===== config.mk =====
export PLATFORM = sky130hd
export DESIGN_NAME = instr_encoder
export DESIGN_NICKNAME = d
export VERILOG_FILES = /design/src/rtl/defines.sv /design/src/rtl/instr_packer.sv /design/src/rtl/instr_encoder.sv
export SDC_FILE = /design/constraint.sdc
export NUM_CORES = 1
export LEC_CHECK = 0
export CAP_MARGIN = 20
export CORE_MARGIN = 2
export CORE_UTILIZATION = 47
export CTS_CLUSTER_SIZE = 12
export DETAILED_ROUTE_END_ITERATION = 12
export HOLD_SLACK_MARGIN = 0.03
export PLACE_DENSITY = 0.93
export SLEW_MARGIN = 20
export SYNTH_ARGS = -nofsm -noshare
export SYNTH_HDL_FRONTEND = slang
export SYNTH_SLANG_ARGS = --single-unit
export TNS_END_PERCENT = 100

===== constraint.sdc =====
create_clock -name clk -period 4.86 [get_ports clk]
set_input_delay 0.972 -clock clk [delete_from_list [all_inputs] [get_ports clk]]
set_output_delay 0.972 -clock clk [all_outputs]
set_load 0.05 [all_outputs]

===== src/rtl/defines.sv =====
// Shared encoder definitions: data width, immediate format selector and
// the base opcodes produced by the self-test program loader.
package defines;

    localparam int DATA_WIDTH = 32;

    typedef enum logic [2:0] {
        FMT_R,
        FMT_I,
        FMT_S,
        FMT_B,
        FMT_U,
        FMT_J
    } imm_fmt_e;

    localparam logic [6:0] OP_IMM = 7'h13;
    localparam logic [6:0] STORE  = 7'h23;
    localparam logic [6:0] BRANCH = 7'h63;
    localparam logic [6:0] LUI    = 7'h37;
    localparam logic [6:0] JAL    = 7'h6F;
    localparam logic [6:0] OP     = 7'h33;

endpackage


===== src/rtl/instr_packer.sv =====
// Combinational packer: scatters the immediate into the field layout of the
// selected format and flags immediates that the format cannot represent.
module instr_packer
    import defines::*;
(
    input  logic [2:0]            fmt_i,
    input  logic [6:0]            opcode_i,
    input  logic [4:0]            rd_i,
    input  logic [4:0]            rs1_i,
    input  logic [4:0]            rs2_i,
    input  logic [2:0]            funct3_i,
    input  logic [6:0]            funct7_i,
    input  logic [DATA_WIDTH-1:0] imm_i,
    output logic [DATA_WIDTH-1:0] instr_o,
    output logic                  legal_o
);

    imm_fmt_e fmt;
    logic     fitsI;
    logic     fitsB;
    logic     fitsJ;

    assign fmt = imm_fmt_e'(fmt_i);

    // Each range check asks whether the upper bits are pure sign extension.
    assign fitsI = (&imm_i[31:11]) || !(|imm_i[31:11]);
    assign fitsB = ((&imm_i[31:12]) || !(|imm_i[31:12])) && !imm_i[0];
    assign fitsJ = ((&imm_i[31:20]) || !(|imm_i[31:20])) && !imm_i[0];

    always_comb begin
        instr_o = '0;
        legal_o = 1'b0;
        case (fmt)
            FMT_R: begin
                instr_o = {funct7_i, rs2_i, rs1_i, funct3_i, rd_i, opcode_i};
                legal_o = 1'b1;
            end
            FMT_I: begin
                instr_o = {imm_i[11:0], rs1_i, funct3_i, rd_i, opcode_i};
                legal_o = fitsI;
            end
            FMT_S: begin
                instr_o = {imm_i[11:5], rs2_i, rs1_i, funct3_i, imm_i[4:0], opcode_i};
                legal_o = fitsI;
            end
            FMT_B: begin
                instr_o = {imm_i[12], imm_i[10:5], rs2_i, rs1_i, funct3_i,
                           imm_i[4:1], imm_i[11], opcode_i};
                legal_o = fitsB;
            end
            FMT_U: begin
                instr_o = {imm_i[31:12], rd_i, opcode_i};
                legal_o = (imm_i[11:0] == 12'h000);
            end
            FMT_J: begin
                instr_o = {imm_i[20], imm_i[10:1], imm_i[11], imm_i[19:12], rd_i, opcode_i};
                legal_o = fitsJ;
            end
            default: begin
                instr_o = '0;
                legal_o = 1'b0;
            end
        endcase
    end

endmodule


===== src/rtl/instr_encoder.sv =====
// Streaming instruction encoder: accepts decoded fields over valid/ready,
// emits packed words with sequential byte addresses and counts illegal requests.
module instr_encoder #(
    parameter int DATA_WIDTH = defines::DATA_WIDTH,
    parameter int ADDR_WIDTH = 12,
    parameter int BASE_ADDR  = 0
) (
    input  logic                  clk,
    input  logic                  rst_n,
    input  logic                  clear_i,
    input  logic                  req_valid_i,
    output logic                  req_ready_o,
    input  logic [2:0]            fmt_i,
    input  logic [6:0]            opcode_i,
    input  logic [4:0]            rd_i,
    input  logic [4:0]            rs1_i,
    input  logic [4:0]            rs2_i,
    input  logic [2:0]            funct3_i,
    input  logic [6:0]            funct7_i,
    input  logic [DATA_WIDTH-1:0] imm_i,
    output logic                  instr_valid_o,
    input  logic                  instr_ready_i,
    output logic [DATA_WIDTH-1:0] instr_o,
    output logic [ADDR_WIDTH-1:0] instr_addr_o,
    output logic                  err_o,
    output logic [7:0]            err_cnt_o
);

    localparam logic [ADDR_WIDTH-1:0] BASE = ADDR_WIDTH'(BASE_ADDR);

    logic [DATA_WIDTH-1:0] packedWord;
    logic                  legal;
    logic                  accept;

    logic                  valid_q;
    logic [DATA_WIDTH-1:0] instr_q;
    logic [ADDR_WIDTH-1:0] instrAddr_q;
    logic [ADDR_WIDTH-1:0] addr_q;
    logic [ADDR_WIDTH-1:0] addr_d;
    logic                  err_q;
    logic [7:0]            errCnt_q;

    instr_packer u_packer (
        .fmt_i    (fmt_i),
        .opcode_i (opcode_i),
        .rd_i     (rd_i),
        .rs1_i    (rs1_i),
        .rs2_i    (rs2_i),
        .funct3_i (funct3_i),
        .funct7_i (funct7_i),
        .imm_i    (imm_i),
        .instr_o  (packedWord),
        .legal_o  (legal)
    );

    assign req_ready_o = !clear_i && (!valid_q || instr_ready_i);
    assign accept      = req_valid_i && req_ready_o;
    assign addr_d      = addr_q + ADDR_WIDTH'(4);

    // Single output slot; a legal accept overwrites it in the same cycle it is popped.
    always_ff @(posedge clk or negedge rst_n) begin
        if (!rst_n) begin
            valid_q     <= 1'b0;
            instr_q     <= '0;
            instrAddr_q <= BASE;
            addr_q      <= BASE;
            err_q       <= 1'b0;
            errCnt_q    <= 8'd0;
        end else if (clear_i) begin
            valid_q <= 1'b0;
            addr_q  <= BASE;
            err_q   <= 1'b0;
        end else begin
            err_q <= accept && !legal;
            if (accept && !legal && (errCnt_q != 8'hFF)) begin
                errCnt_q <= errCnt_q + 8'd1;
            end
            if (accept && legal) begin
                valid_q     <= 1'b1;
                instr_q     <= packedWord;
                instrAddr_q <= addr_q;
                addr_q      <= addr_d;
            end else if (instr_ready_i) begin
                valid_q <= 1'b0;
            end
        end
    end

    assign instr_valid_o = valid_q;
    assign instr_o       = instr_q;
    assign instr_addr_o  = instrAddr_q;
    assign err_o         = err_q;
    assign err_cnt_o     = errCnt_q;

endmodule


Yosys cells after proc, flatten, opt, wreduce, memory -nomap -nowiden
Index checks and enable logic that the tools add are counted.
Word-level totals
  output and inout port bits: 55
  word-level logic and storage cells: 54
  register bits after elaboration: 66
Operators by class
  equal/unequal tests: 6
  reductions and logical operators: 31
  add/sub/neg operators: 2
  mux-type cells: 8
  bitwise gates (word level): 1
Operator list (count)
  $pmux 32 s6: 1
  $mux 12: 2
  $reduce_and 21->1: 1
  $reduce_or 21->1: 1
  $reduce_and 20->1: 1
  $reduce_or 20->1: 1
  $add 12x3->12 const B: 1
  $logic_not 12->1: 1
  $reduce_and 12->1: 1
  $reduce_or 12->1: 1
  $add 8x1->8 const B: 1
  $ne 8x8->1 const B: 1
  $logic_and 1x1->1: 7
  $logic_not 1->1: 7
  $eq 3x2->1 const B: 2
  $eq 3x3->1 const B: 2
  $pmux 1 s5: 1
  $logic_or 1x1->1: 4
  $mux 1: 4
  $reduce_and 2->1: 2
  $eq 3x1->1 const B: 1
  $logic_not 3->1: 1
  $reduce_bool 3->1: 1
  $reduce_bool 2->1: 1
  other kinds (2): 2

Depth between registers and ports, before layout
Gate-level depths: netlist (run 1).
  depth after elaboration: 9
  mapped depth: 11
  gate-level depth less buffers: 7

Cells and area by module
A second synthesis (run 1) with hierarchy kept.
Second synthesis, totals
  cells, all modules: 400
  area, all modules: 3410.8 um^2
Modules (own cells, without submodules)
  instr_encoder: area an instance 2663.8 um^2, cells an instance 275, instances 1, seq. area each 1551.5 um^2
  instr_packer: area an instance 747.0 um^2, cells an instance 125, instances 1, seq. area each 0.0 um^2

Least setup slack after synthesis (run 1)
Ideal clock, no wire load.
  path kind: input port to flip-flop
  from: input instr_ready_i
  to: register errCnt_q[1], in the netlist err_cnt_o[1]
  cell stages on the path: 6
  buffers on the path: 0
  slack: 1.836 ns
  data arrival time: 2.899 ns
  path through: nand2b_1 -> nor2b_1 -> and2_1 -> o21ai_0 -> nor3_2 -> mux2_2
On the way
  longest elaborated chain between the ends: 6
RTL lines
  start: declaration: line instr_encoder.sv:22  | input logic instr_ready_i,
  $logic_or 1x1->1: line instr_encoder.sv:56  | assign req_ready_o = !clear_i && (!valid_q || instr_ready_i);
  $logic_and 1x1->1: line instr_encoder.sv:56
  net req_ready_o: line instr_encoder.sv:12  | output logic req_ready_o,
  $logic_and 1x1->1: line instr_encoder.sv:57  | assign accept = req_valid_i && req_ready_o;
  $logic_and 1x1->1 (2 in a row): line instr_encoder.sv:75  | if (accept && !legal && (errCnt_q != 8'hFF)) begin
  $reduce_and 2->1 (no source line)
  end signal: assignment: line instr_encoder.sv:76  | errCnt_q <= errCnt_q + 8'd1;
  end: declaration: line instr_encoder.sv:41  | logic [7:0] errCnt_q;
The timed path passes the listed nets, and every way through them passes these cells.
A chain may end at the register's enable or synchronous reset.

Worst setup path after layout (run 1)
  from: input fmt_i[1]
  to: register instr_q[13], in the netlist instr_o[13]
On the way
  longest elaborated chain between the ends: 5
RTL lines
  start: declaration: line instr_encoder.sv:13  | input logic [2:0] fmt_i,
  $eq 3x1->1 or $eq 3x2->1 (tied branches): line instr_packer.sv:33  | case (fmt)
  $reduce_or 2->1 (no source line)
  $pmux 1 s5: line instr_packer.sv:33
  $logic_and 1x1->1: line instr_encoder.sv:78  | if (accept && legal) begin
  $reduce_and 2->1 (no source line)
  end signal: assignment: line instr_encoder.sv:80  | instr_q <= packedWord;
  end: declaration: line instr_encoder.sv:36  | logic [DATA_WIDTH-1:0] instr_q;
Parallel ways exist; a longest one is shown, timed or not.

==> results by group, run 1 <==
Status
  • Status: finished clean

STA
  • Fin. Hold Viols: 0
  • RSZ-0062 raised after global routing: false
  • Fmax: 266 MHz
  • Pins Over Slew Limit: 0
  • Tightest Pin Transition: 0.797 ns
  • Fin worst setup slack: 1.10 ns
  • Max-Slew Margin vs Limit: 46.7%
  • Layout Skew: 0.0108 ns
  • Crit path time final: 3.76 ns
  • Setup TNS: 0 ns
  • Tcrit/Tclk final: 77.4%
  • # setup viols final: 0

Logic synthesis
  • Post-Synthesis Cell Area: 3200 sq um
  • Mean Syn Cell Area: 9.77 sq um
  • Ys flop type: dfrtp_1
  • Post-synth EDFFs: 0
  • Sequential fraction of the synthesis area: 48.4%
  • Warnings from Yosys: 0
  • Synthesized flop and latch total: 62
  • Post-synth cell types: 41
  • Cells after Synth: 328
  • Async set-reset flop share out of synthesis: 100%

Global route
  • Largest net degree at the start of global routing: 63
  • First-pass GRT wire length: 14000 microns
  • Overflow after GRT: 0
  • Overall Global Routing Usage: 23.7%
  • Initial antenna violation count: 0
  • Vias in the first global route: 2927

Clocking
  • Htree depth: 3
  • Post-CTS Hold Buffers: 0
  • CTS tree: built
  • Root buf cell: clkbuf_8
  • Clk pin slew, worst setup/hold paths: 0.06 ns
  • Worst skew pair latency: 0.34 ns
  • Clk buf depth: 2
  • Cts bufs inserted: 9
  • Post-CTS Setup Bufs: 0
  • CTS Sinks: 62
  • PostCTS Resize Cnt: 0

Critical path
  • Crit path max fanout: 31
  • RR Startpoint: instr_valid_o$_DFFE_PN0P_
  • CP required: 5.06 ns
  • Worst Setup End Kind: flip-flop
  • R2r setup slk: 2.78 ns
  • R2R depth: 6
  • CP startpoint kind: input port
  • Crit Path Category: input port to flip-flop
  • Worst endpoint data arrival time: 3.96 ns
  • Worst r2r dst: err_cnt_o[1]$_DFFE_PN0P_

Floorplanning
  • Die X-Extent: 86.6 microns
  • Die Area: 7490 sq um
  • Initial core utilization: 47.9%
  • Core ar.: 6680 sq um
  • Std cell rows: 30
  • I/O pin count: 127
  • Chip height: 86.6 microns

Layout
  • Area grow syn2layout: 46.8%
  • Commonest non-fill, non-tap cells in the layout: clkdlybuf4s50_1, dfrtp_1, a21oi_1, nand2_1, o21ai_1
  • Layout cell share with drive strength beyond 1: 6.17%
  • Fin area: 4700 sq um
  • Nets: 524
  • Area taken by multi-input logic gates: 1540 sq um
  • Finished Layout Cells: 534
  • # fillers: 498
  • Commonest non-fill, non-tap cell in the layout: clkdlybuf4s50_1
  • Register Area: 1550 sq um
  • Antenna Cells: 0
  • Fin util: 70.4%

Pwr
  • Logic pwr share: 38.1%
  • Switch Pwr: 667 uW
  • Cell internal pwr: 1090 uW
  • Max rail drop VDD: 0.000179 V
  • Sequential Power Share: 37.1%
  • Switching part of the total: 38.0%
  • Pwr dens: 373 nW/um^2
  • Clock power frac: 24.8%
  • Leak: 0.00200 uW

Drt
  • # DRC: 0
  • Initial DRC Count: 127
  • Via count: 3031
  • Via/cell ratio: 5.68
  • Antenna Nets Post-Route: 0
  • Per-cell routed wire length: 15.6 microns
  • Final wirelength: 8350 microns
  • First-pass DRT Iterations: 4

Worst hold path
  • Hold path depth: 2
  • Hold worst-path end: instr_o[29]$_DFFE_PN0P_
  • Hold Path Class: flip-flop to flip-flop
  • Hold Startpoint: instr_o[29]$_DFFE_PN0P_

Place
  • DP Area: 4510 sq um
  • Placer Congestion: 1.00
  • Detailed placement HPWL: 6510 microns
  • IO buf count: 124
  • Place WS: 0.765 ns
  • Dpl cells: 519

Flow run
  • MaxCap Viol Count: 0
cells in the mapped netlist, types with 2 or more instances:
cell / instances / area share, %
dfrtp_1: 62 / 48
a21oi_1: 31 / 4.8
nand2_1: 28 / 3.3
o21ai_1: 26 / 4.1
nor2_1: 20 / 2.3
mux2_1: 18 / 6.3
mux2i_1: 15 / 4.7
nor2b_1: 14 / 2.7
clkbuf_1: 11 / 1.3
nand4_1: 9 / 1.8
inv_1: 8 / 0.94
nor4_1: 8 / 1.6
a221oi_1: 7 / 1.9
nand3_1: 7 / 1.1
or4_1: 7 / 1.6
xnor2_1: 7 / 1.9
and3_1: 5 / 0.98
o21ai_0: 5 / 0.78
buf_1: 4 / 0.47
buf_2: 4 / 0.63
o31ai_1: 4 / 0.94
or3_1: 4 / 0.78
and2_1: 2 / 0.39
buf_4: 2 / 0.47
ha_1: 2 / 0.78
mux2_2: 2 / 0.70
nand3b_1: 2 / 0.47
routing by layer:
| layer | vias up | wire (microns) | global-route usage, % |
|---|---|---|---|
| met4 | 0 | 208 | 10.4 |
| met2 | 146 | 4260 | 40.8 |
| li1 | 1432 | - | - |
| met3 | 18 | 547 | 4.19 |
| met5 | - | 0 | 0 |
| met1 | 1435 | 3330 | 29.1 |
power by group through the flow:
stage | logic [uW] | clock network (uW) | registers (uW)
5_1_grt | 702 | 469 | 664
2_1_floorplan | 127 | 0 | 927
3_3_place_gp | 658 | 0 | 657
6_report | 668 | 436 | 651
3_5_place_dp | 671 | 0 | 661
4_1_cts | 673 | 444 | 652
through the flow:
| stage | total power (uW) | hold slack, ns |
|---|---|---|
| 2_1_floorplan | 1050 | 0.473 |
| 3_3_place_gp | 1320 | 0.470 |
| 3_5_place_dp | 1330 | 0.475 |
| 4_1_cts | 1770 | 0.490 |
| 5_1_grt | 1830 | 0.518 |
| 6_report | 1750 | 0.485 |
worst max path at each step:
stage	start	end	slack, ns	cells after the start
floorplan	instr_ready_i	err_cnt_o[1]$_DFFE_PN0P_	1.84	6
global placement	fmt_i[1]	addr_q[11]$_DFFE_PN0P_	0.83	8
detailed placement	fmt_i[1]	addr_q[11]$_DFFE_PN0P_	0.77	8
CTS	fmt_i[1]	instr_o[13]$_DFFE_PN0P_	1.12	9
global route	fmt_i[1]	instr_o[13]$_DFFE_PN0P_	0.82	9
finish	fmt_i[1]	instr_o[13]$_DFFE_PN0P_	1.10	9
layout make-up:
class / count / share of cell area, %
Sequential cell: 62 / 33.0
Multi-Input combinational cell: 237 / 32.7
Timing Repair Buffer: 131 / 27.4
Clock buffer: 11 / 3.01
Tap cell: 80 / 2.13
Clock inverter: 4 / 1.01
Inverter: 9 / 0.719
critical path: stages:
cell,delay (ns)
clkdlybuf4s50_1,0.52
nor2b_1,0.57
o21ai_0,0.27
or4_1,0.46
o311ai_2,0.16
o21ai_4,0.31
buf_4,0.29
a221oi_1,0.32
a21oi_1,0.08
state kept, by name, indices dropped and copies added, names as in the netlist:
name,flops
addr_q,10
err_cnt_o,8
err_o,1
instr_addr_o,10
instr_o,32
instr_valid_o,1
logic make-up after synthesis:
kind of cell | after synthesis | synth area share [%]
adders and majority gates | 2 | 0.781
other | 1 | 0.117
AOI/OAI and AO/OA | 81 | 15.0
DFF | 62 | 48.4
and+or+nand+nor | 109 | 17.9
muxes | 35 | 11.7
buffers and inverters | 30 | 3.91
xor gates and xnor gates | 8 | 2.19
Power figures use the tool's default switching activity.
==> run 2, diff against run 1 <==
--- a/config.mk
+++ b/config.mk
@@ -7,11 +7,11 @@
 export LEC_CHECK = 0
 export CAP_MARGIN = 20
 export CORE_MARGIN = 2
-export CORE_UTILIZATION = 47
+export CORE_UTILIZATION = 44
 export CTS_CLUSTER_SIZE = 12
 export DETAILED_ROUTE_END_ITERATION = 12
 export HOLD_SLACK_MARGIN = 0.03
-export PLACE_DENSITY = 0.93
+export PLACE_DENSITY = 0.88
 export SLEW_MARGIN = 20
 export SYNTH_ARGS = -nofsm -noshare
 export SYNTH_HDL_FRONTEND = slang
==> constraint.sdc (replaced) <==
create_clock -name clk -period 3.8 [get_ports clk]
set_input_delay 0.76 -clock clk [delete_from_list [all_inputs] [get_ports clk]]
set_output_delay 0.76 -clock clk [all_outputs]
set_load 0.05 [all_outputs]
==> results by group, run 2 (synthesized netlist as in run 1, its figures left out) <==
Status
  • Status: finished clean

STA
  • Setup TNS: 0 ns
  • # setup viols final: 0
  • Tightest Pin Transition: 0.762 ns
  • Fmax: 294 MHz
  • Max-Slew Margin vs Limit: 49.0%
  • Fin. Hold Viols: 0
  • RSZ-0062 raised after global routing: false
  • Pins Over Slew Limit: 0
  • Tcrit/Tclk final: 89.5%
  • Layout Skew: 0.00570 ns
  • Crit path time final: 3.40 ns

Global route
  • Overflow after GRT: 0
  • Overall Global Routing Usage: 22.8%
  • Largest net degree at the start of global routing: 38
  • First-pass GRT wire length: 13800 microns
  • Vias in the first global route: 2915
  • Initial antenna violation count: 0

Critical path
  • R2R depth: 7
  • CP required: 4.02 ns
  • Slowest CP cell: o21ai_4
  • Worst endpoint data arrival time: 3.62 ns
  • Crit path max fanout: 37
  • Worst setup startpoint: fmt_i[2]
  • Crit Path Category: input port to flip-flop
  • Worst Setup End Kind: flip-flop
  • RR Startpoint: instr_valid_o$_DFFE_PN0P_
  • CP startpoint kind: input port
  • Crit-path cells: clkdlybuf4s50_1, nor2b_1, o21ai_0, a2111o_1, o311ai_2, o21ai_4, buf_4, mux2_1
  • Crit path largest cell delay: 0.65 ns
  • Worst r2r dst: err_cnt_o[7]$_DFFE_PN0P_
  • R2r setup slk: 1.68 ns

Floorplanning
  • Die Area: 7980 sq um
  • Initial core utilization: 44.9%
  • I/O pin count: 127
  • Core ar.: 7140 sq um
  • Chip height: 89.3 microns
  • Die X-Extent: 89.3 microns
  • Std cell rows: 31

Drt
  • Antenna Nets Post-Route: 0
  • Final wirelength: 8700 microns
  • Via/cell ratio: 5.38
  • Via count: 3010
  • Per-cell routed wire length: 15.5 microns
  • Initial DRC Count: 110
  • First-pass DRT Iterations: 4
  • # DRC: 0

Pwr
  • Leak: 0.00203 uW
  • Switching part of the total: 37.9%
  • Total chip power: 2220 uW
  • Sequential Power Share: 37.5%
  • Switch Pwr: 842 uW
  • Max rail drop VDD: 0.000182 V
  • Logic pwr share: 38.7%
  • Pwr dens: 466 nW/um^2
  • Clock power frac: 23.7%
  • Cell internal pwr: 1380 uW

Layout
  • Max FFs per register: 32
  • Area taken by multi-input logic gates: 1540 sq um
  • Register Area: 1550 sq um
  • Nets: 532
  • # fillers: 591
  • Fin area: 4770 sq um
  • Layout cell share with drive strength beyond 1: 7.16%
  • Commonest non-fill, non-tap cells in the layout: clkdlybuf4s50_1, dfrtp_1, a21oi_1, nand2_1, o21ai_1
  • Antenna Cells: 0
  • Area grow syn2layout: 48.8%
  • Commonest non-fill, non-tap cell in the layout: clkdlybuf4s50_1

Clocking
  • Worst skew pair latency: 0.34 ns
  • CTS Sinks: 62
  • Cts bufs inserted: 9
  • PostCTS Resize Cnt: 0
  • CTS tree: built
  • Clk buf depth: 2
  • Post-CTS Hold Buffers: 0
  • Clk pin slew, worst setup/hold paths: 0.06 ns
  • Root buf cell: clkbuf_8
  • Post-CTS Setup Bufs: 0
  • Htree depth: 3

Place
  • Detailed placement HPWL: 6840 microns
  • DP Area: 4600 sq um
  • Placer Congestion: 0.889
  • IO buf count: 124

Worst hold path
  • Hold Path Class: input port to async pin

Flow run
  • MaxCap Viol Count: 0
-- run 2: worst max path at each step --
stage | endpoint | slack, ns | cells past startpoint
after global placement | instr_o[31]$_DFFE_PN0P_ | 0.15 | 8
final | instr_addr_o[2]$_DFFE_PN0P_ | 0.40 | 8
after CTS | instr_addr_o[2]$_DFFE_PN0P_ | 0.41 | 8
after detailed placement | instr_addr_o[2]$_DFFE_PN0P_ | 0.06 | 8
after floorplan | err_cnt_o[1]$_DFFE_PN0P_ | 0.99 | 6
after global routing | instr_addr_o[2]$_DFFE_PN0P_ | 0.24 | 8
-- run 2: metal layers --
layer | track usage [%] | vias up | part of all wire, %
met5 | 0 | - | 0
met3 | 6.00 | 14 | 6.9
met4 | 8.68 | 0 | 2.0
met2 | 39.1 | 128 | 51
met1 | 27.4 | 1426 | 40
li1 | - | 1442 | -
-- run 2: worst max-delay path: cells and delay by family --
family / cells / cell delay, ns
AOI/OAI and AO/OA: 4 / 1.32
buffers and inverters: 2 / 0.98
muxes: 1 / 0.37
and+or+nand+nor: 1 / 0.19
-- run 2: final cells by class --
class	count	area share [%]
clock buffers	12	2.84
clock inverters	2	0.735
inverters	9	0.709
multi-input cells	237	32.3
flip-flops and latches	62	32.6
well taps	99	2.60
repair buffers	139	28.3
-- run 2: through the flow --
| step | util (%) | setup slack (ns) | std cells | hold slack [ns] |
|---|---|---|---|---|
| after detailed placement | 64.4 | 0.0562 | 546 | 0.478 |
| after floorplan | - | 0.988 | 329 | 0.464 |
| final | 66.8 | 0.400 | 560 | 0.486 |
| after global routing | 66.8 | 0.244 | 560 | 0.505 |
| after global placement | 64.4 | 0.154 | 546 | 0.472 |
| after CTS | 66.8 | 0.410 | 560 | 0.492 |
-- run 2: power groups by stage --
stage | logic, uW | clock network [uW] | registers (uW)
floorplan | 162 | 0 | 1190
global placement | 852 | 0 | 838
detailed placement | 864 | 0 | 845
CTS | 865 | 536 | 833
global route | 907 | 569 | 845
finish | 860 | 526 | 833
